**src/rtl/fir_pkg.sv**
```systemverilog
// Shared constants and FSM encoding for the FIR input controller.
package fir_pkg;

    localparam int FIR_NUM_TAP = 33;
    localparam int FIR_DATA_W  = 16;
    localparam int FIR_ADDR_W  = 6;

    typedef enum logic [1:0] {
        ST_RUN   = 2'd0,
        ST_SWAP  = 2'd1,
        ST_FLUSH = 2'd2
    } fir_state_e;

    // Counter width able to hold 0..n-1, never narrower than one bit.
    function automatic int fir_cnt_w(input int n);
        return (n > 1) ? $clog2(n) : 1;
    endfunction

endpackage

```
**src/rtl/fir_coeff_bank.sv**
```systemverilog
// Double-buffered coefficient bank: shadow written by address, active copied
// from shadow on a swap pulse and presented as a flat bus.
module fir_coeff_bank
    import fir_pkg::*;
#(
    parameter int NUM_TAP = FIR_NUM_TAP,
    parameter int DATA_W  = FIR_DATA_W,
    parameter int ADDR_W  = FIR_ADDR_W
) (
    input  logic                      clk,
    input  logic                      rst_n,
    input  logic                      wr_en,
    input  logic [ADDR_W-1:0]         wr_addr,
    input  logic [DATA_W-1:0]         wr_data,
    input  logic                      swap,
    output logic [NUM_TAP*DATA_W-1:0] coeff_flat,
    output logic                      coeff_err
);

    logic [DATA_W-1:0] shadow_r [NUM_TAP];
    logic [DATA_W-1:0] active_r [NUM_TAP];
    logic              in_range_s;
    logic              wr_ok_s;
    logic              wr_bad_s;
    logic              err_r;

    // One extra bit keeps the limit exact even when 2^ADDR_W equals NUM_TAP.
    assign in_range_s = ({1'b0, wr_addr} < (ADDR_W + 1)'(NUM_TAP));
    assign wr_ok_s    = wr_en & in_range_s;
    assign wr_bad_s   = wr_en & ~in_range_s;

    // Shadow bank: addressed writes, any FSM state.
    always_ff @(posedge clk or negedge rst_n) begin
        if (!rst_n) begin
            for (int k = 0; k < NUM_TAP; k++) shadow_r[k] <= '0;
        end else begin
            for (int k = 0; k < NUM_TAP; k++) begin
                if (wr_ok_s && (wr_addr == ADDR_W'(k))) shadow_r[k] <= wr_data;
            end
        end
    end

    // Active bank: whole-bank copy takes the shadow contents from before this edge.
    always_ff @(posedge clk or negedge rst_n) begin
        if (!rst_n) begin
            for (int k = 0; k < NUM_TAP; k++) active_r[k] <= '0;
        end else if (swap) begin
            for (int k = 0; k < NUM_TAP; k++) active_r[k] <= shadow_r[k];
        end
    end

    // Sticky range error; a new bad write wins over the swap clear.
    always_ff @(posedge clk or negedge rst_n) begin
        if (!rst_n) begin
            err_r <= 1'b0;
        end else if (wr_bad_s) begin
            err_r <= 1'b1;
        end else if (swap) begin
            err_r <= 1'b0;
        end
    end

    for (genvar g = 0; g < NUM_TAP; g++) begin : g_flat
        assign coeff_flat[g*DATA_W +: DATA_W] = active_r[g];
    end

    assign coeff_err = err_r;

endmodule

```
**src/rtl/fir_input_ctrl.sv**
```systemverilog
// Sample handshake, coefficient swap FSM and optional zero flush for the FIR stage.
// Define FIR_FLUSH_ON_SWAP_EN to feed NUM_TAP zero samples after every swap.
module fir_input_ctrl
    import fir_pkg::*;
#(
    parameter int NUM_TAP = FIR_NUM_TAP,
    parameter int DATA_W  = FIR_DATA_W,
    parameter int ADDR_W  = FIR_ADDR_W
) (
    input  logic                      iClk_12M,
    input  logic                      iRsn,
    input  logic                      iCoeffWrEn,
    input  logic [ADDR_W-1:0]         iCoeffAddr,
    input  logic [DATA_W-1:0]         iCoeffData,
    input  logic                      iCoeffUpdate,
    input  logic                      iSampleValid,
    input  logic [DATA_W-1:0]         iSampleData,
    output logic                      oSampleReady,
    output logic [DATA_W-1:0]         oFirIn,
    output logic                      oEnAcc,
    output logic [NUM_TAP*DATA_W-1:0] oCoeffFlat,
    output logic                      oUpdBusy,
    output logic                      oCoeffErr
);

    fir_state_e        state_r;
    fir_state_e        state_nxt_s;
    logic              pend_r;
    logic              pend_nxt_s;
    logic              ready_r;
    logic              busy_r;
    logic              en_acc_r;
    logic [DATA_W-1:0] fir_in_r;
    logic              hs_s;

`ifdef FIR_FLUSH_ON_SWAP_EN
    localparam int CNT_W = fir_cnt_w(NUM_TAP);
    logic [CNT_W-1:0] flush_cnt_r;
    logic             flush_last_s;

    assign flush_last_s = (flush_cnt_r == CNT_W'(NUM_TAP - 1));

    // Flush cycle counter, parked at zero outside FLUSH.
    always_ff @(posedge iClk_12M or negedge iRsn) begin
        if (!iRsn) begin
            flush_cnt_r <= '0;
        end else if ((state_r == ST_FLUSH) && !flush_last_s) begin
            flush_cnt_r <= flush_cnt_r + CNT_W'(1);
        end else begin
            flush_cnt_r <= '0;
        end
    end
`endif

    assign hs_s = iSampleValid & ready_r;

    // Next state and pending-update merge.
    always_comb begin
        state_nxt_s = state_r;
        pend_nxt_s  = pend_r;
        case (state_r)
            ST_RUN: begin
                pend_nxt_s = 1'b0;
                if (iCoeffUpdate || pend_r) begin
                    state_nxt_s = ST_SWAP;
                end else begin
                    state_nxt_s = ST_RUN;
                end
            end
            ST_SWAP: begin
                pend_nxt_s = pend_r | iCoeffUpdate;
`ifdef FIR_FLUSH_ON_SWAP_EN
                state_nxt_s = ST_FLUSH;
`else
                state_nxt_s = ST_RUN;
`endif
            end
            ST_FLUSH: begin
                pend_nxt_s = pend_r | iCoeffUpdate;
`ifdef FIR_FLUSH_ON_SWAP_EN
                if (flush_last_s) begin
                    state_nxt_s = ST_RUN;
                end else begin
                    state_nxt_s = ST_FLUSH;
                end
`else
                state_nxt_s = ST_RUN;
`endif
            end
            default: begin
                state_nxt_s = ST_RUN;
                pend_nxt_s  = 1'b0;
            end
        endcase
    end

    // State, pending flag and the status outputs derived from the next state.
    always_ff @(posedge iClk_12M or negedge iRsn) begin
        if (!iRsn) begin
            state_r <= ST_RUN;
            pend_r  <= 1'b0;
            ready_r <= 1'b0;
            busy_r  <= 1'b0;
        end else begin
            state_r <= state_nxt_s;
            pend_r  <= pend_nxt_s;
            ready_r <= (state_nxt_s == ST_RUN);
            busy_r  <= (state_nxt_s != ST_RUN) | pend_nxt_s;
        end
    end

    // Sample path: flush zeros take priority; otherwise forward accepted samples.
    always_ff @(posedge iClk_12M or negedge iRsn) begin
        if (!iRsn) begin
            fir_in_r <= '0;
            en_acc_r <= 1'b0;
        end else if (state_nxt_s == ST_FLUSH) begin
            fir_in_r <= '0;
            en_acc_r <= 1'b1;
        end else if (hs_s) begin
            fir_in_r <= iSampleData;
            en_acc_r <= 1'b1;
        end else begin
            en_acc_r <= 1'b0;
        end
    end

    fir_coeff_bank #(
        .NUM_TAP (NUM_TAP),
        .DATA_W  (DATA_W),
        .ADDR_W  (ADDR_W)
    ) u_bank (
        .clk        (iClk_12M),
        .rst_n      (iRsn),
        .wr_en      (iCoeffWrEn),
        .wr_addr    (iCoeffAddr),
        .wr_data    (iCoeffData),
        .swap       (state_r == ST_SWAP),
        .coeff_flat (oCoeffFlat),
        .coeff_err  (oCoeffErr)
    );

    assign oSampleReady = ready_r;
    assign oFirIn       = fir_in_r;
    assign oEnAcc       = en_acc_r;
    assign oUpdBusy     = busy_r;

endmodule

```
**config.mk**
```make
export PLATFORM = sky130hd
export DESIGN_NAME = fir_input_ctrl
export DESIGN_NICKNAME = d
export VERILOG_FILES = /design/src/rtl/fir_pkg.sv /design/src/rtl/fir_coeff_bank.sv /design/src/rtl/fir_input_ctrl.sv
export SDC_FILE = /design/constraint.sdc
export NUM_CORES = 1
export LEC_CHECK = 0
export ABC_AREA = 1
export BUFFER_PORTS_ARGS = -buffer_cell sky130_fd_sc_hd__buf_2
export CAP_MARGIN = 10
export CORE_UTILIZATION = 55
export DETAILED_ROUTE_END_ITERATION = 10
export GPL_TIMING_DRIVEN = 1
export HOLD_SLACK_MARGIN = 0.15
export PLACE_DENSITY = 0.77
export SLEW_MARGIN = 15
export SYNTH_ARGS = -nofsm -noshare
export SYNTH_HDL_FRONTEND = slang
export SYNTH_SLANG_ARGS = --single-unit
```
**constraint.sdc**
```tcl
create_clock -name iClk_12M -period 3.9 [get_ports iClk_12M]
set_input_delay 0.78 -clock iClk_12M [delete_from_list [all_inputs] [get_ports iClk_12M]]
set_output_delay 0.78 -clock iClk_12M [all_outputs]
set_load 0.02 [all_outputs]
```
==> impl_results.md <==
* Final min period at 2.38 ns
* HPWL after DPL at 75.7 mm
* # DRC at 0
* # port buffers at 590
* CP arrival at 2.92 ns
* Final net count at 5004
* Fill cell count at 5683
* CP max stage delay at 0.81 ns
* Post-synthesis sequential element count at 1078
* Post-route cell area at 47700 um^2
* Core ar. at 71900 um^2
* WL/cell at 20.0 um
* Total Routed Length at 120 mm
* Crit-path slowest cell: nand2_1
* Largest net degree at the start of global routing at 182
* Multi-input logic area at 11800 um^2
* Post-Syn Area per Cell at 9.03 um^2
* Area after DPL at 44000 um^2
* Clock sinks at 1078
* H-Tree Depth at 3
* Netlist cell types at 17
* Setup Total Neg Slack at 0 ns
* Die height at 272 um
* Slew margin rel. at 26.9%
* Synth Instances at 4442
* Outcome: complete, no violations
* Vias in the first global route at 31000
* Syn Nets at 4485
* Register area at 27000 um^2
* Yosys warns at 0
* CTS Buffer Depth at 3
* Cells after DPL at 5803
* RD Place Congestion at 0.844
* GRT overflow at 0
* Largest delay share family, worst path: simple AND/OR/NAND/NOR gates
* Routed Antenna Nets at 0
* Final hold viol count at 0
* Worst Hold Class: input port to flip-flop
* Synthesis-to-layout area growth at 18.9%
* # rows at 98
* Endpoints failing setup at 0
* Achievable Freq at 420 MHz
* CP max FO at 32
* Total power at 31800 uW
* Worst VDD drop at 494 uV
* Initial core utilization at 55.8%
* Die ar. at 74000 um^2
* Startpoint Class: input port
* Hold_buf cts at 1
* CTS tree: built
* Max Cap Viol at 0
* IO Count at 591
* Tot GR Track Use at 32.6%
* Post-cts sizing count at 0
* Buffers plus inverters on the worst setup path at 2
* Postcts setup bufs at 0
* Clk_lat worst skew at 0.67 ns
* CP Cell Sequence: buf_2 -> inv_1 -> nand2_1 -> nor2_1 -> nand2_1 -> o21ai_0
* Pwr/cell area at 666 nW/um^2
* Routed vias/inst at 5.36
* Post-synth design cell area at 40100 um^2
* CTS root buf: clkbuf_16
* Seq/Total Area, Yosys at 67.2%
* Crit end category: flip-flop
* P_leak at 0.0274 uW
* 1st-iter DRT viols at 3190
* Global-route wire length before repair at 183 mm
* Worst-path clk slew at 0.06 ns
* Worst path most repeated cell: nand2_1
* Via count at 32200
* Worst Path Required at 4.44 ns
* Critical setup path kind: input port to flip-flop
* Antenna violations before repair at 6
* Clk_skew at 0.0296 ns
* Worst-Margin Slew at 1.09 ns
* Fin. max-slew vios at 0
* Drt first pass iters at 6
* R2R setup slack at 1.72 ns
* Fin crit share at 61.0%
* Die Span X at 272 um
* Total CTS buffers at 105
* Layout cell share with drive strength beyond 1 at 16.7%
* Non-Filler Instances at 6000
* RSZ-0062 raised after global routing: no
==> metrics by stage <==
stage / utilization [%] / worst slack, ns / hold WS, ns
3_3_place_gp: 61.2 / 0.952 / 0.450
2_1_floorplan: - / 2.01 / 0.434
3_5_place_dp: 61.2 / 0.907 / 0.453
5_1_grt: 66.4 / 1.24 / 0.286
6_report: 66.4 / 1.52 / 0.306
4_1_cts: 66.4 / 1.57 / 0.267
==> worst paths after layout <==
path                                       startpoint                     end  depth (start not counted)
worst max-delay path                    iCoeffAddr[5]    u_bank.shadow_r[316]                          6
min in group asynchronous                        iRsn              oFirIn[12]                          2
worst max register to register             state_r[0]  u_bank.coeff_flat[238]                          4
max in group asynchronous                        iRsn    u_bank.shadow_r[184]                          4
worst min register to register  u_bank.coeff_flat[45]   u_bank.coeff_flat[45]                          2
worst min-delay path                   iSampleData[2]               oFirIn[2]                          3
==> worst reg2reg max path: cells and delay by family (launching register included) <==
family	cells	cell delay (ns)
DFF	1	0.70
buffers and inverters	2	1.12
and+or+nand+nor	2	0.27
==> where the power goes <==
part / switching [uW] / total [uW] / internal [uW]
logic: 4440 / 6310 / 1870
clock network: 4340 / 10700 / 6380
registers: 1510 / 14700 / 13200
==> state kept, by name (all words and copies together), names as in the netlist <==
name / count
u_bank.coeff_flat: 528
state_r: 1
oEnAcc: 1
u_bank.coeff_err: 1
oFirIn: 16
pend_r: 1
u_bank.shadow_r: 528
oUpdBusy: 1
oSampleReady: 1
==> metal layers <==
layer	share of wire, %	GRT usage [%]	vias to the layer above	wire [um]
met1	40	44.4	15800	48000
met4	4.6	14.7	8	5480
li1	-	-	14600	-
met5	0.039	0	-	47
met2	47	51.6	1483	56800
met3	8.2	5.72	284	9900
==> final cells by class <==
| class | instances | share of cell area, % |
|---|---|---|
| diodes | 1 | 0.00524 |
| clock buffers | 159 | 6.61 |
| clock inverters | 36 | 1.13 |
| flip-flops and latches | 1078 | 56.5 |
| inverters | 84 | 0.677 |
| multi-input cells | 3027 | 24.7 |
| well taps | 950 | 2.49 |
| repair buffers | 665 | 7.87 |
==> cell usage after synthesis <==
library cell / instances / share of area (%)
o21ai_0: 288 / 3.6
clkinv_1: 2 / 0.019
nand4_1: 1 / 0.016
inv_2: 1 / 0.0093
buf_4: 1 / 0.019
buf_1: 4 / 0.037
nor2_2: 1 / 0.016
buf_6: 1 / 0.028
buf_2: 86 / 1.1
dfrtp_1: 1078 / 67
inv_1: 81 / 0.76
nand3_2: 1 / 0.025
a21oi_1: 1 / 0.012
nand2_1: 2678 / 25
nand3_1: 19 / 0.24
nor2_1: 38 / 0.36
clkbuf_1: 161 / 1.5
==> logic make-up (layout without fill, tap and decap cells) <==
family                 Yosys count  after routing  synth area share, %
AND/OR/NAND/NOR               2738           2738                 25.7
flip-flops                    1078           1078                 67.2
buffers and inverters          337            944                 3.45
AO/OA/AOI/OAI                  289            289                 3.61
other                            0              1                    0
==> cells in the final DEF, fill, tap and decap left out, types with 12 or more instances in the layout <==
cell,instances
o21ai_0,288
dfrtp_1,1077
clkbuf_1,25
buf_4,56
buf_2,589
bufinv_16,12
buf_12,18
clkbuf_8,26
nand2_1,2678
nand3_1,19
nor2_1,35
inv_1,80
clkbuf_16,108
clkinv_2,17
Power figures use the tool's default switching activity.
